### config.mk
export PLATFORM = sky130hd
export DESIGN_NAME = mp_alu_seq
export DESIGN_NICKNAME = d
export VERILOG_FILES = /design/src/rtl/mp_alu_seq.sv
export SDC_FILE = /design/constraint.sdc
export NUM_CORES = 1
export LEC_CHECK = 0
export ABC_AREA = 1
export BUFFER_PORTS_ARGS = -buffer_cell sky130_fd_sc_hd__buf_2
export CORE_UTILIZATION = 48
export CTS_BUF_LIST = sky130_fd_sc_hd__clkbuf_8
export DETAILED_ROUTE_END_ITERATION = 7
export GPL_TIMING_DRIVEN = 1
export HOLD_SLACK_MARGIN = 0.03
export PLACE_DENSITY = 0.83
export SLEW_MARGIN = 10
export SYNTH_ARGS = -nofsm -noshare
export SYNTH_HDL_FRONTEND = slang
export SYNTH_SLANG_ARGS = --single-unit
### constraint.sdc
create_clock -name clk -period 1.7 [get_ports clk]
set_input_delay 0.17 -clock clk [delete_from_list [all_inputs] [get_ports clk]]
set_output_delay 0.17 -clock clk [all_outputs]
set_load 0.05 [all_outputs]
### src/rtl/mp_alu_seq.sv
// mp_alu_seq: multi-precision add/subtract sequencer driving an external
// combinational 32-bit ALU, one word per pass, least-significant word first.
//
// Ports
//   clk, rst             clock, synchronous active-high reset
//   start, sub, len      command strobe (IDLE only), 0=add/1=sub, word count
//                        (1-7, 0 means 8)
//   busy                 high whenever not IDLE
//   in_valid/in_ready    operand word handshake carrying in_a, in_b
//   alu_a, alu_b,        operands and control for the external ALU
//   alu_op, alu_cin      (op: add=2'b00, addc=2'b01, sub=2'b10, subc=2'b11)
//   alu_result,          ALU response; subtract forms compute a+~b+1 (sub)
//   alu_cout, alu_ovfl   or a+~b+cin (subc), cout=1 means no borrow
//   res_valid/res_ready  result word handshake carrying res_word, res_last
//   done, cout, ovfl     one-cycle completion pulse and final flags
//
// Optional feature: define MP_ALU_SEQ_ABORT_EN to add an abort input that
// returns the block to IDLE from any active state without a done pulse.

module mp_alu_seq #(
    parameter int WORDS_MAX = 8
) (
    input  logic        clk,
    input  logic        rst,
`ifdef MP_ALU_SEQ_ABORT_EN
    input  logic        abort,
`endif
    input  logic        start,
    input  logic        sub,
    input  logic [2:0]  len,
    output logic        busy,
    input  logic        in_valid,
    output logic        in_ready,
    input  logic [31:0] in_a,
    input  logic [31:0] in_b,
    output logic [31:0] alu_a,
    output logic [31:0] alu_b,
    output logic [1:0]  alu_op,
    output logic        alu_cin,
    input  logic [31:0] alu_result,
    input  logic        alu_cout,
    input  logic        alu_ovfl,
    output logic        res_valid,
    input  logic        res_ready,
    output logic [31:0] res_word,
    output logic        res_last,
    output logic        done,
    output logic        cout,
    output logic        ovfl
);

    localparam logic [1:0] OP_ADD  = 2'b00;
    localparam logic [1:0] OP_ADDC = 2'b01;
    localparam logic [1:0] OP_SUB  = 2'b10;
    localparam logic [1:0] OP_SUBC = 2'b11;

    // Counter must hold the full word count (8), not just 0..7.
    localparam int CW = $clog2(WORDS_MAX + 1);

    typedef enum logic [2:0] {
        IDLE  = 3'd0,
        FETCH = 3'd1,
        EXEC  = 3'd2,
        EMIT  = 3'd3,
        DONE  = 3'd4
    } state_t;

    state_t          state;
    logic            sub_r;
    logic [CW-1:0]   len_r;
    logic [CW-1:0]   cnt;
    logic            carry_r;
    logic            ovfl_r;    // ovfl of the most recent word; last word's wins

    always_ff @(posedge clk) begin
        if (rst) begin
            state     <= IDLE;
            sub_r     <= 1'b0;
            len_r     <= '0;
            cnt       <= '0;
            carry_r   <= 1'b0;
            ovfl_r    <= 1'b0;
            busy      <= 1'b0;
            in_ready  <= 1'b0;
            alu_a     <= '0;
            alu_b     <= '0;
            alu_op    <= OP_ADD;
            alu_cin   <= 1'b0;
            res_valid <= 1'b0;
            res_word  <= '0;
            res_last  <= 1'b0;
            done      <= 1'b0;
            cout      <= 1'b0;
            ovfl      <= 1'b0;
        end
`ifdef MP_ALU_SEQ_ABORT_EN
        else if (abort && state != IDLE) begin
            // Drop the operation; final flags keep the previous result.
            state     <= IDLE;
            busy      <= 1'b0;
            in_ready  <= 1'b0;
            res_valid <= 1'b0;
            res_last  <= 1'b0;
            done      <= 1'b0;
        end
`endif
        else begin
            case (state)
                IDLE: begin
                    done <= 1'b0;
                    if (start) begin
                        sub_r    <= sub;
                        len_r    <= (len == 3'd0) ? CW'(WORDS_MAX) : CW'(len);
                        cnt      <= '0;
                        carry_r  <= 1'b0;
                        busy     <= 1'b1;
                        in_ready <= 1'b1;
                        state    <= FETCH;
                    end
                end

                FETCH: begin
                    if (in_valid) begin
                        alu_a    <= in_a;
                        alu_b    <= in_b;
                        // ALU controls are registered here so they are
                        // stable for the whole EXEC cycle.
                        if (cnt == '0) begin
                            alu_op  <= sub_r ? OP_SUB : OP_ADD;
                            alu_cin <= 1'b0;
                        end else begin
                            alu_op  <= sub_r ? OP_SUBC : OP_ADDC;
                            alu_cin <= carry_r;
                        end
                        in_ready <= 1'b0;
                        state    <= EXEC;
                    end
                end

                EXEC: begin
                    res_word  <= alu_result;
                    carry_r   <= alu_cout;
                    ovfl_r    <= alu_ovfl;
                    cnt       <= cnt + CW'(1);
                    res_last  <= ((cnt + CW'(1)) == len_r);
                    res_valid <= 1'b1;
                    state     <= EMIT;
                end

                EMIT: begin
                    if (res_ready) begin
                        res_valid <= 1'b0;
                        res_last  <= 1'b0;
                        if (res_last) begin
                            done  <= 1'b1;
                            cout  <= carry_r;
                            ovfl  <= ovfl_r;
                            state <= DONE;
                        end else begin
                            in_ready <= 1'b1;
                            state    <= FETCH;
                        end
                    end
                end

                DONE: begin
                    done  <= 1'b0;
                    busy  <= 1'b0;
                    state <= IDLE;
                end

                default: begin
                    state <= IDLE;
                end
            endcase
        end
    end

endmodule

=== After elaboration in Yosys (flattened, before gate mapping) ===
Cells that the tools add are included.

* Logic and storage cells: 73
* Flip-flop bits (word level): 120
* Output and inout port bits: 106
* Bits of input ports: 107

* Reduce and logical (&&, ||, !) cells: 18
* Equal/unequal tests: 10
* Mux-type cells: 26
* Add/subtract/negate cells: 1

{| class="wikitable"
|+ Operators with widths
! operator !! count
|-
| 3-bit two-way mux || 4
|-
| 3-bit one-hot mux with 4 select lines || 1
|-
| 2-bit != test, second input constant || 5
|-
| 1-bit one-hot mux with 2 select lines || 5
|-
| 2-bit AND reduction || 5
|-
| 1-bit two-way mux || 9
|-
| 3-bit AND reduction || 3
|-
| 4-bit two-way mux || 2
|-
| 4-bit one-hot mux with 2 select lines || 1
|-
| 2-bit nonzero test || 4
|-
| 3-bit by 2-bit equality test with 1-bit output, second input constant || 2
|-
| 3-bit logical NOT || 2
|-
| 2-bit two-way mux || 3
|-
| 5-bit AND reduction || 1
|-
| 4-bit by 1-bit adder with 4-bit output, second input constant || 1
|-
| 4-bit equality test || 1
|-
| 4-bit logical NOT || 1
|-
| 3-bit by 1-bit equality test with 1-bit output, second input constant || 1
|-
| 3-bit equality test, second input constant || 1
|-
| 1-bit one-hot mux with 3 select lines || 1
|-
| 3-bit nonzero test || 1
|-
| 2-bit OR reduction || 1
|}

=== Longest topological paths before layout ===
* Depth after elaboration: 4
* Mapped depth: 10
* Gate-level depth less buffers: 10

=== Worst setup path after synthesis ===
Ideal clock, no wire load.

* Path kind: flip-flop to flip-flop
* From: reg cnt[0]
* To: reg res_last
* Data required time: 1.572 ns
* Stages on the path, launching flop included: 11
* Slack: 0.398 ns
* Period minus slack after synthesis: 1.302 ns
* Arrival time: 1.174 ns
* Path through: dfxtp_1 inv_1 ha_1 inv_1 nand2_1 nand2_1 nor2_1 nand3_1 nor2_1 nor2_1 nor2_1

* Cells in the longest elaborated chain, start to end: 3

{| class="wikitable"
|+ Ends and longest elaborated chain
! item !! RTL line !! RTL
|-
| from (decl) || 71 || <nowiki>logic [CW-1:0] cnt;</nowiki>
|-
| from (signal assigned) || 144 || <nowiki>cnt <= cnt + CW'(1);</nowiki>
|-
| 4-bit by 1-bit adder with 4-bit output || 145 || <nowiki>res_last <= ((cnt + CW'(1)) == len_r);</nowiki>
|-
| 4-bit equality test || 145 ||
|-
| 1-bit one-hot mux with 2 select lines || 108 || <nowiki>case (state)</nowiki>
|-
| to (signal assigned) || 145 ||
|-
| to (decl) || 46 || <nowiki>output logic res_last,</nowiki>
|}

Every way passes these cells.
A chain may end at the register's enable or synchronous reset.

=== Worst setup path in the final report ===
* From: reg state[0]
* To: reg alu_a[13]

* Cells in the longest elaborated chain, start to end: 2

{| class="wikitable"
|+ Ends and longest elaborated chain
! item !! RTL line !! RTL
|-
| from (decl) || 68 || <nowiki>state_t state;</nowiki>
|-
| from (signal assigned) || 77 || <nowiki>state <= IDLE;</nowiki>
|-
| from (signal assigned) || 118 || <nowiki>state <= FETCH;</nowiki>
|-
| from (signal assigned) || 136 || <nowiki>state <= EXEC;</nowiki>
|-
| 3-bit by 1-bit equality test with 1-bit output || 108 ||
|-
| 2-bit AND reduction (no source line) || n/a ||
|-
| to (signal assigned) || 124 || <nowiki>alu_a <= in_a;</nowiki>
|-
| to (decl) || 36 || <nowiki>output logic [31:0] alu_a,</nowiki>
|}

Every way passes these cells.

==> out/summary.txt <==
WORST SETUP PATH
------------------------------------------------------------------------------------
Critical path data required time                                             2.00 ns
Reg2Reg Launch Point                                                    state[0]$_SDFFE_PP0P_
Origin of the worst setup path                                          state[0]$_SDFFE_PP0P_
Data arrival time of the critical path                                       1.75 ns
Setup crit end kind                                                         register
WS Path Type                                                            register to register
Crit start category                                                         register
Crit path max fanout                                                              40

YOSYS
------------------------------------------------------------------------------------
Area fraction in compound gates after synthesis                                14.0%
Largest family of logic cells by synthesized area                       simple AND/OR/NAND/NOR gates
Average cell area after synthesis                                         7.69 sq um
Area of the mapped netlist                                                4440 sq um
Simple-gate portion of the synthesized area                                    24.2%
Total of warnings raised by yosys                                                  0
Distinct cell type count after synthesis                                          23
Cell count after synthesis                                                       577
Flip-flop cell with the highest count after synthesis                   sky130_fd_sc_hd__dfxtp_1
Async S/R FF share, synth                                                         0%
Count of flip-flops with a built-in enable after synthesis                         0
Fraction of the yosys area taken by sequential cells                           54.1%
Post-synthesis adder-cell area fraction                                       0.564%
Number of synthesized register bits                                              120
Nets in the synthesized netlist                                                  686
Multiplexer share of the synthesized area                                         0%
Parity-gate share of the synthesized area counting xor and xnor cells         0.197%

PLACEMENT
------------------------------------------------------------------------------------
Post-DP HPWL                                                            8070 microns
Number of I/O port buffers                                                       212
Worst slack at placement                                                    0.272 ns
Final RePlAce weighted congestion                                              0.839

STA
------------------------------------------------------------------------------------
Max_slew headroom                                                              68.9%
Setup TNS Final                                                                 0 ns
Final hold slack                                                           0.0461 ns
Post-Route Skew                                                            0.0183 ns
Number of setup violations in the final report                                     0
Final Critical Period                                                        1.46 ns
Worst slew pin tran                                                         0.467 ns
RSZ-0062 raised after global routing                                              no
Maximum achievable frequency                                                 687 MHz
Share of the cycle needed by the critical path after routing                   85.6%
Number of hold violations in the final report                                      0
Worst-case setup margin in the final layout                                 0.245 ns
Max-slew violation count                                                           0

DIE
------------------------------------------------------------------------------------
IO Count                                                                         213
Placeable core region                                                     8850 sq um
DIE WIDTH                                                               98.2 microns
Die Ht                                                                  98.2 microns
Initial core utilization                                                       50.2%
Total number of placement rows                                                    34
Die Footprint                                                             9640 sq um

CLOCK NETWORK
------------------------------------------------------------------------------------
Clock transition at the registers of the reported paths                      0.07 ns
Clock sink total                                                                 120
Clock Latency Late Sink                                                      0.42 ns
CTS tree                                                                        done
Deepest level of the CTS H-tree                                                    4
CTS root buf                                                            sky130_fd_sc_hd__clkbuf_8
Cts bufs inserted                                                                 17
Maximum clock insertion buffer count                                               2

DETAILED ROUTING
------------------------------------------------------------------------------------
Iter 0 DRT Violations                                                            278
Detailed-route DRC error count                                                    20
Number of iterations in the first detailed-routing pass                            8
Detailed Route WL                                                       14500 microns
Total via count after detailed routing                                          5083
Detailed-route wire length per cell                                     14.5 microns
Post-DRT Antenna Nets                                                              0
Detail-routed via count per cell                                                5.10

OUTCOME
------------------------------------------------------------------------------------
Run status                                                              complete, but fails checks
Failing checks                                                                   DRC

FINISH
------------------------------------------------------------------------------------
Post-layout nets                                                                 985
Sequential standard cell area                                             2400 sq um
End-of-flow core utilization                                                   78.2%
Layout-stage area growth over the synthesis result                             55.8%
Commonest cells after routing, fill and taps aside                      212 x sky130_fd_sc_hd__buf_2, 144 x sky130_fd_sc_hd__nor2_1, 120 x sky130_fd_sc_hd__dfxtp_1
Fillers                                                                          577
Multi-input logic area                                                    1730 sq um
Layout cell share with drive strength beyond 1                                 29.4%
Commonest non-fill, non-tap cell in the layout                          sky130_fd_sc_hd__buf_2
Number of antenna diodes                                                           0

POWER
------------------------------------------------------------------------------------
Max rail drop VDD                                                         0.000685 V
Flop pwr share                                                                 39.2%
Leakage power of the design                                                  3.23 nW
Cell Int Power                                                             0.00541 W
Net switching fraction of the power                                            33.4%
Clock power share                                                              35.9%
Reported net switching power                                               0.00271 W
Relative contribution of combinational cells to total power                    24.8%
PwrDens                                                                 1170 nW/um^2

GLOBAL ROUTE
------------------------------------------------------------------------------------
Maximum number of pins on one net before global-route repair                      76
GR Overflow Total                                                                  0
Global-route wire length before repair                                  23500 microns
Vias in the first global route                                                  5214
Initial antenna violation count                                                    0
Overall routing resource usage                                                 30.6%

FLOW RUN
------------------------------------------------------------------------------------
Maximum Capacitance Violations                                                     0

MIN PATH
------------------------------------------------------------------------------------
Worst min-delay path class                                              input port to register
Startpoint of the lowest-slack hold path                                      len[1]

final timing paths:
kind	to	slack [ns]	cells past startpoint
hold / removal	len_r[3]$_SDFFE_PP0P_	0.05	4
setup reg to reg	alu_a[13]$_SDFFE_PP0P_	0.24	6
setup / recovery	alu_a[13]$_SDFFE_PP0P_	0.24	6
hold reg to reg	in_ready$_SDFFE_PP0P_	0.45	2
kinds of logic after synthesis:
| family | count (synthesis) |
|---|---|
| flops | 120 |
| compound gates | 124 |
| buf+inv | 59 |
| xor+xnor | 1 |
| simple gates | 271 |
| fa+ha+maj | 2 |
critical path, cell delays in order (launching register included):
cell,delay (ns)
sky130_fd_sc_hd__dfxtp_1,0.37
sky130_fd_sc_hd__nand2_2,0.10
sky130_fd_sc_hd__inv_2,0.08
sky130_fd_sc_hd__nand3_4,0.08
sky130_fd_sc_hd__buf_4,0.26
sky130_fd_sc_hd__o21ai_0,0.34
sky130_fd_sc_hd__nor2_1,0.10
power by group through the flow:
stage | registers (W) | clock network, W | logic, W
2_1_floorplan | 0.00398 | 0 | 0.000610
5_1_grt | 0.00321 | 0.00311 | 0.00215
3_5_place_dp | 0.00324 | 0 | 0.00179
6_report | 0.00319 | 0.00292 | 0.00202
3_3_place_gp | 0.00323 | 0 | 0.00176
4_1_cts | 0.00317 | 0.00296 | 0.00197
sequential cells by signal (all words and copies together), names as in the netlist:
register / flops
alu_b: 32
state: 3
alu_a: 32
in_ready: 1
alu_cin: 1
carry_r: 1
busy: 1
res_last: 1
res_word: 32
ovfl: 1
done: 1
cout: 1
cnt: 4
ovfl_r: 1
alu_op: 2
res_valid: 1
len_r: 4
sub_r: 1
metrics by stage:
| stage | power (W) | cells | area [sq um] |
|---|---|---|---|
| after floorplan | 0.00459 | 577 | 4440 |
| after global placement | 0.00499 | 869 | 5500 |
| after detailed placement | 0.00503 | 869 | 5500 |
| after CTS | 0.00810 | 997 | 6920 |
| after global routing | 0.00848 | 997 | 6920 |
| final | 0.00812 | 997 | 6920 |
what timing repair did:
item / CTS / global route
buffers inserted: 0 / 0
hold buffers: 96 / 0
endpoints found under the hold margin: 96 / 0
gates resized for setup: 0 / 0
per-layer routing:
| layer | share of wire, % | wire length (microns) | global-route usage, % |
|---|---|---|---|
| met5 | 0 | 0 | 0 |
| met4 | 4.2 | 603 | 18.5 |
| met3 | 8.7 | 1250 | 9.59 |
| met2 | 50 | 7190 | 53.3 |
| met1 | 37 | 5410 | 32.4 |
cells in the mapped netlist (6+ instances only):
library cell                 n  area (sq um)
sky130_fd_sc_hd__nor2_1    144           541
sky130_fd_sc_hd__buf_2       7          35.0
sky130_fd_sc_hd__inv_1      19          71.3
sky130_fd_sc_hd__o21ai_0    58           290
sky130_fd_sc_hd__nand3_1    11          55.1
sky130_fd_sc_hd__nand2_1   105           394
sky130_fd_sc_hd__clkbuf_1   13          48.8
sky130_fd_sc_hd__buf_6       6          67.6
sky130_fd_sc_hd__buf_4       8          60.1
sky130_fd_sc_hd__o21ai_1    15          75.1
sky130_fd_sc_hd__a21oi_1    50           250
sky130_fd_sc_hd__dfxtp_1   120          2400
final cells by class:
type                    instances  area share [%]
multi-input cells             398            25.0
well taps                     108            1.95
inverters                      24            1.30
repair buffers                315            30.4
flip-flops and latches        120            34.7
clock inverters                15            3.24
clock buffers                  17            3.38
No activity file was read; power rests on OpenSTA's default activity.
